--- src/rtl/prio_index_decoder.sv ---
// Index-to-one-hot decoder with a small valid/ready FIFO; out-of-range indices are consumed and flagged.
// Optional saturating error counter (err_count/err_clr) enabled by defining PRIO_DEC_ERR_CNT_EN.
module prio_index_decoder #(
  parameter int WIDTH = 8,
  parameter int IDX_W = 3,
  parameter int DEPTH = 2
) (
  input  logic                       clk,
  input  logic                       rst_n,
  input  logic [IDX_W-1:0]           in_idx,
  input  logic                       in_valid,
  output logic                       in_ready,
  output logic [WIDTH-1:0]           out_onehot,
  output logic                       out_valid,
  input  logic                       out_ready,
  output logic [$clog2(DEPTH):0]     level,
`ifdef PRIO_DEC_ERR_CNT_EN
  input  logic                       err_clr,
  output logic [7:0]                 err_count,
`endif
  output logic                       err_pulse
);

  localparam int PW = $clog2(DEPTH);
  localparam int LW = PW + 1;

  logic [IDX_W-1:0] mem [DEPTH];
  logic [PW-1:0]    wr_ptr;
  logic [PW-1:0]    rd_ptr;
  logic             full;
  logic             empty;
  logic             in_range;
  logic             push;
  logic             store;
  logic             pop;

  assign full     = (level == LW'(DEPTH));
  assign empty    = (level == '0);
  // Held low through reset so nothing is accepted until rst_n releases.
  assign in_ready = rst_n && !full;
  assign out_valid = !empty;

  // One extra bit keeps the compare meaningful when WIDTH == 2**IDX_W.
  assign in_range = ({1'b0, in_idx} < (IDX_W + 1)'(WIDTH));
  assign push     = in_valid && in_ready;
  assign store    = push && in_range;
  assign pop      = out_valid && out_ready;

  // NOTE: sequential state uses non-blocking assignments so every register samples pre-edge values.
  always_ff @(posedge clk or negedge rst_n) begin
    if (!rst_n) begin
      wr_ptr    <= '0;
      rd_ptr    <= '0;
      level     <= '0;
      err_pulse <= 1'b0;
    end else begin
      if (store) wr_ptr <= wr_ptr + 1'b1;
      if (pop)   rd_ptr <= rd_ptr + 1'b1;
      if (store && !pop)      level <= level + 1'b1;
      else if (!store && pop) level <= level - 1'b1;
      err_pulse <= push && !in_range;
    end
  end

  // NOTE: storage is not reset; level gates every read, so stale contents are never visible.
  always_ff @(posedge clk) begin
    if (store) mem[wr_ptr] <= in_idx;
  end

  // NOTE: default assignment first so the combinational block cannot infer a latch.
  always_comb begin
    out_onehot = '0;
    if (!empty) out_onehot = {{(WIDTH-1){1'b0}}, 1'b1} << mem[rd_ptr];
  end

`ifdef PRIO_DEC_ERR_CNT_EN
  always_ff @(posedge clk or negedge rst_n) begin
    if (!rst_n)                             err_count <= '0;
    else if (err_clr)                       err_count <= '0;
    else if (err_pulse && err_count != '1)  err_count <= err_count + 1'b1;
  end
`endif

endmodule

--- config.mk ---
export PLATFORM = sky130hd
export DESIGN_NAME = prio_index_decoder
export DESIGN_NICKNAME = d
export VERILOG_FILES = /design/src/rtl/prio_index_decoder.sv
export SDC_FILE = /design/constraint.sdc
export NUM_CORES = 1
export LEC_CHECK = 0
export ABC_AREA = 1
export BUFFER_PORTS_ARGS = -buffer_cell sky130_fd_sc_hd__buf_2
export CORE_AREA = 2 2 42 44
export DETAILED_ROUTE_END_ITERATION = 8
export DIE_AREA = 0 0 44 46
export GPL_ROUTABILITY_DRIVEN = 0
export SETUP_SLACK_MARGIN = 0.4
export SLEW_MARGIN = 20
export SYNTH_ARGS = -nofsm -noshare
export SYNTH_HDL_FRONTEND = slang
export SYNTH_SLANG_ARGS = --single-unit
--- constraint.sdc ---
create_clock -name clk -period 4.1 [get_ports clk]
set_input_delay 0.41 -clock clk [delete_from_list [all_inputs] [get_ports clk]]
set_output_delay 0.41 -clock clk [all_outputs]
set_load 0.01 [all_outputs]
==> metrics.md, run 1 <==
| Metric | Value |
|---|---|
| Outcome | `finished, final reports clean` |
| Cell Count, Final, Fillers Out | `104` |
| Final core utilization | `0.416` |
| Slowest-stage cell, CP | `dlygate4sd3_1` |
| CP Data Required Time | `3.69 ns` |
| Rows | `15` |
| Crit-path cells | `dlygate4sd3_1 -> buf_2 -> a21boi_0 -> buf_2` |
| HP Class | `input pin to flop` |
| Mapped Area | `531 um2` |
| Vias per cell | `4.27` |
| Final Skew | `0.00221 ns` |
| Critical path type | `input pin to output pin` |
| Worst Hold Depth | `1` |
| Cell area after layout | `671 um2` |
| CTS Sinks | `10` |
| Via count | `444` |
| Die Y | `46 um` |
| Largest buffer count on any clock path | `2` |
| Wire length per cell | `9.42 um` |
| Number of port buffers | `18` |
| PwrDens | `672 mW/mm2` |
| Dpl hpwl | `823 um` |
| Fin Setup TNS | `0 ns` |
| Area growth syn-to-layout | `26.4%` |
| Yosys reg bits | `10` |
| DP Area | `634 um2` |
| Startpoint types | `input pin` |
| CTS tree | `yes` |
| Critical path capture point type | `output pin` |
| CP arrival | `1.43 ns` |
| Core ar. | `0.00161 mm2` |
| Grt total ovfl | `0` |
| Crit path top cell by count | `buf_2` |
| CTS resizes | `0` |
| Share of cells above drive strength 1 | `0.333` |
| Final min period | `1.84 ns` |
| Final period utilization | `0.448` |
| Nets | `96` |
| H-tree depth | `1` |
| Register area share after synthesis | `0.528` |
| RSZ-0062 raised after global routing | `false` |
| Worst-path fanout max | `7` |
| Final Max Tran Viols | `0` |
| Post-Route WL | `980 um` |
| Largest net degree at the start of global routing | `8` |
| Root buffer cell | `clkbuf_4` |
| Pleak | `0.369 nW` |
| Num CTS Buffers | `3` |
| Area share of the largest cell type after synthesis | `0.340` |
| FMAX | `545 MHz` |
| Initial antenna violation count | `0` |
| Worst-Skew Late Latency | `0.25 ns` |
| Vias in the first global route | `390` |
| Starting Density | `0.329` |
| Global-route wire length before repair | `1590 um` |
| TritonRoute pass-1 iters | `3` |
| Final Total Pwr | `0.451 mW` |
| Largest area contributor in the netlist | `edfxtp_1` |
| Inserted Diodes | `0` |
| Reg2reg path depth | `9` |
| Placed cell count | `99` |
| Synth top area cells | `edfxtp_1 34%, dfrtp_1 19%, nand2_1 16%` |
| Die width | `44 um` |
| Die area | `0.00202 mm2` |
| Max IR drop VDD | `0.000303 V` |
| Initial DRC count | `8` |
| # DRC | `0` |
| Slowest Stage Delay on Critical Path | `0.51 ns` |
| Syn nets | `73` |
| Syn_area_per_cell | `8.16 um2` |
| Setup Buffers After CTS | `0` |
| Synth Warn # | `0` |
| Max-cap violations | `0` |
| Post-detailed-route count of antenna-violating nets | `0` |
| IO Pins | `20` |
| Total global-route track usage | `0.110` |
| Fin. Hold Viols | `0` |
| Synth cell types | `15` |
| Syn Inst Count | `65` |
| Clock slew at reported path FFs | `0.06 ns` |
| Final setup violation count | `0` |
registers in the layout (all words and copies together), names as in the netlist:
name / flops
wr_ptr: 1
level: 2
mem: 6
rd_ptr: 1
critical path: cells and delay by family:
family	cells	cell delay, ns
buffers and inverters	3	0.84
AOI/OAI and AO/OA	1	0.18
cell type report:
type / count / area (um2)
clock buffer: 4 / 26.3
fill: 166 / 943
inverter: 10 / 37.5
multi-input combinational: 44 / 205
sequential: 10 / 280
tap: 17 / 21.3
timing repair buffer: 19 / 100
kinds of logic after synthesis:
| family | count (synthesis) | synth area share |
|---|---|---|
| and+or+nand+nor | 40 | 0.325 |
| other | 1 | 0.00707 |
| adders and majority gates | 1 | 0.0236 |
| AOI/OAI and AO/OA | 1 | 0.0142 |
| buffers and inverters | 11 | 0.0849 |
| xor gates and xnor gates | 1 | 0.0165 |
| DFF | 10 | 0.528 |
timing repair:
item                                    4_1_cts  5_1_grt
hold endpoints to repair                      4        0
hold buffers                                  1        0
endpoints found under the setup margin        0        0
path summary, 6_finish.rpt:
check	startpoint	endpoint	slack, ns
max in group asynchronous	rst_n	rd_ptr$_DFFE_PN0P_	3.46
setup reg to reg	level[0]$_DFFE_PN0P_	level[1]$_DFFE_PN0P_	2.66
min in group asynchronous	rst_n	level[0]$_DFFE_PN0P_	0.50
hold reg to reg	wr_ptr$_DFFE_PN0P_	wr_ptr$_DFFE_PN0P_	0.48
hold / removal	in_idx[2]	mem[0][2]$_DFFE_PP_	0.34
setup / recovery	rst_n	in_ready	2.26
metal layers:
metal,share of wire,track usage
met1,0.46,0.135
met2,0.46,0.171
met3,0.063,0.0159
met4,0.010,0.0909
met5,0,0
power breakdown:
| group | switching, mW | internal [mW] |
|---|---|---|
| combinational | 0.141 | 0.0831 |
| sequential | 0.0232 | 0.136 |
| clock | 0.0305 | 0.0375 |
| total | 0.194 | 0.257 |
cell usage in the layout, fill, tap and decap left out:
| cell | n |
|---|---|
| a21boi_0 | 1 |
| buf_2 | 18 |
| clkbuf_1 | 1 |
| clkbuf_4 | 3 |
| conb_1 | 1 |
| dfrtp_1 | 4 |
| dlygate4sd3_1 | 1 |
| edfxtp_1 | 6 |
| ha_1 | 1 |
| inv_1 | 6 |
| inv_2 | 4 |
| nand2_1 | 22 |
| nand2_2 | 3 |
| nand3_1 | 3 |
| nand3_2 | 1 |
| nand4_1 | 2 |
| nor2_1 | 9 |
| xnor2_1 | 1 |
per-stage QoR:
stage,worst slack (ns),hold slack (ns)
2_1_floorplan,2.72,0.114
3_3_place_gp,2.68,0.239
3_5_place_dp,2.63,0.240
4_1_cts,2.25,0.335
5_1_grt,2.19,0.329
6_report,2.26,0.341
Yosys cell counts (all sizes together):
cell     n
nand4    2
edfxtp   6
nand3    4
nor2     9
xnor2    1
inv     10
nand2   25
conb     1
buf      1
a21boi   1
ha       1
dfrtp    4
Power figures use the tool's default switching activity.
==> run 2: changes to the inputs <==
==> constraint.sdc (replaced) <==
create_clock -name clk -period 1.6 [get_ports clk]
set_input_delay 0.16 -clock clk [delete_from_list [all_inputs] [get_ports clk]]
set_output_delay 0.16 -clock clk [all_outputs]
set_load 0.01 [all_outputs]
==> run 2 against run 1 <==
Effect of this change:
- global-route usage grew 0.44 points
- via count grew 15%
- final cell count grew 12%
- die area is the same
- first-iteration DRC count shrank 63%
==> metrics.md, run 2 (synthesis gave the netlist of run 1 again) <==
| Metric | Value |
|---|---|
| Share of cells above drive strength 1 | `0.586` |
| Slowest-stage cell, CP | `dfrtp_1` |
| Max-cap violations | `0` |
| Clk pwr share | `0.102` |
| Startpoint types | `flop` |
| Switching portion of total power | `0.416` |
| Vias per cell | `4.41` |
| Final Total Pwr | `1.60 mW` |
| Die Y | `46 um` |
| Buf/Inv on CP | `2` |
| Core ar. | `0.00161 mm2` |
| Crit-path cells | `inv_2 -> nand2_1 -> nand2_2 -> nand2_1 -> nor2_1 -> buf_2` |
| Root buffer cell | `clkbuf_4` |
| DP Area | `667 um2` |
| FILL cells | `155` |
| Outcome | `finished, final reports clean` |
| Number of port buffers | `18` |
| Die width | `44 um` |
| Most common cell after layout, fill and taps aside | `buf_2` |
| Largest buffer count on any clock path | `2` |
| Area growth syn-to-layout | `62.3%` |
| Fin. Hold Viols | `0` |
| CTS tree | `yes` |
| Psw | `0.666 mW` |
| Biggest regs | `mem: 6 flops, level: 2 flops` |
| Final period utilization | `0.860` |
| Nets | `108` |
| Post-detailed-route count of antenna-violating nets | `0` |
| CP arrival | `1.22 ns` |
| WHS | `0.0953 ns` |
| Hold Crit Start | `in_idx[0]` |
| Pleak | `0.450 nW` |
| Int Power | `0.935 mW` |
| Area of the multi-input gates | `287 um2` |
| Max reg flops | `6` |
| Final Skew | `0.00160 ns` |
| Critical path type | `flop to output pin` |
| RSZ-0062 raised after global routing | `true` |
| Crit path top cell by count | `nand2_1` |
| Cell area after layout | `861 um2` |
| Worst R2R Setup Slack | `0.28 ns` |
| Cell family with most CP delay | `flip-flops` |
| Via count | `512` |
| PwrDens | `1860 mW/mm2` |
| Die area | `0.00202 mm2` |
| Worst-path fanout max | `5` |
| Starting Density | `0.329` |
| Largest net degree at the start of global routing | `7` |
| Dpl hpwl | `861 um` |
| Max IR drop VDD | `0.000982 V` |
| Initial DRC count | `3` |
| Top reg by flops | `mem` |
| Register area | `282 um2` |
| Comb power frac | `0.640` |
| Wire length per cell | `10.7 um` |
| Worst Setup SP | `rd_ptr$_DFFE_PN0P_` |
| Final setup violation count | `0` |
| Grt total ovfl | `0` |
| Final core utilization | `0.533` |
| Inserted Diodes | `0` |
| TritonRoute pass-1 iters | `4` |
| # DRC | `0` |
| HP Class | `input pin to flop` |
| Critical path capture point type | `output pin` |
| Rows | `15` |
| Final min period | `1.38 ns` |
| Total global-route track usage | `0.115` |
| H-tree depth | `1` |
| Num CTS Buffers | `3` |
| Post-Route WL | `1240 um` |
| Vias in the first global route | `446` |
| R2R Path Start | `level[0]$_DFFE_PN0P_` |
| FMAX | `727 MHz` |
| Global-route wire length before repair | `1680 um` |
| Fin Setup TNS | `0 ns` |
| CTS Sinks | `10` |
| Worst-Skew Late Latency | `0.25 ns` |
| Sequential share of power | `0.258` |
| Slowest Stage Delay on Critical Path | `0.43 ns` |
| Final Max Tran Viols | `0` |
| Commonest cells after routing, fill and taps aside | `17 x buf_2, 16 x nand2_1, 9 x buf_4, 8 x inv_2, 8 x nor2_1` |
| Initial antenna violation count | `0` |
| CP Data Required Time | `1.44 ns` |
| Clock slew at reported path FFs | `0.06 ns` |
| IO Pins | `20` |
-- run 2: cell count changes in the layout (fill, tap and decap cells not counted), moves of 2 or more --
cell,before,now
inv_2,4,8
inv_1,6,2
nand2_2,3,6
buf_6,0,4
nand3_4,0,2
buf_4,0,9
nand3_1,3,1
nand2_1,22,16
nand2_4,0,3
-- run 2: final timing paths --
| path | to | cells past startpoint |
|---|---|---|
| max in group asynchronous | level[1]$_DFFE_PN0P_ | 2 |
| worst min register to register | wr_ptr$_DFFE_PN0P_ | 2 |
| worst min-delay path | mem[0][0]$_DFFE_PP_ | 1 |
| worst max register to register | level[1]$_DFFE_PN0P_ | 8 |
| worst max-delay path | out_onehot[3] | 6 |
| min in group asynchronous | level[0]$_DFFE_PN0P_ | 2 |
-- run 2: layer usage --
| metal | GRT usage | share of wire |
|---|---|---|
| met3 | 0.0159 | 0.048 |
| met2 | 0.215 | 0.56 |
| met4 | 0.0727 | 0 |
| met1 | 0.119 | 0.40 |
| met5 | 0 | 0 |
-- run 2: repair_timing --
action / CTS / global route
setup buffers: 6 / 6
resized for setup: 7 / 11
hold buffers: 1 / 0
endpoints found under the hold margin: 4 / 0
pin swaps: 4 / 6
endpoints found under the setup margin: 14 / 15
-- run 2: layout make-up --
class                      instances  area share
multi-input combinational         44       0.333
sequential                        10       0.327
timing repair buffer              31       0.241
inverter                          10      0.0436
clock buffer                       3      0.0262
tap                               17      0.0247
clock inverter                     1     0.00436
-- run 2: power by group through the flow --
stage	clock network, mW	logic, mW	registers (mW)
after floorplan	0	0.448	0.420
after global placement	0	0.620	0.414
after detailed placement	0	0.642	0.417
after CTS	0.175	0.804	0.406
after global routing	0.186	1.11	0.417
final	0.163	1.02	0.413
-- run 2: per-stage QoR --
| step | worst slack [ns] | std cells |
|---|---|---|
| after global routing | 0.128 | 116 |
| after detailed placement | 0.297 | 99 |
| after CTS | 0.208 | 110 |
| after global placement | 0.332 | 99 |
| final | 0.224 | 116 |
| after floorplan | 0.345 | 65 |
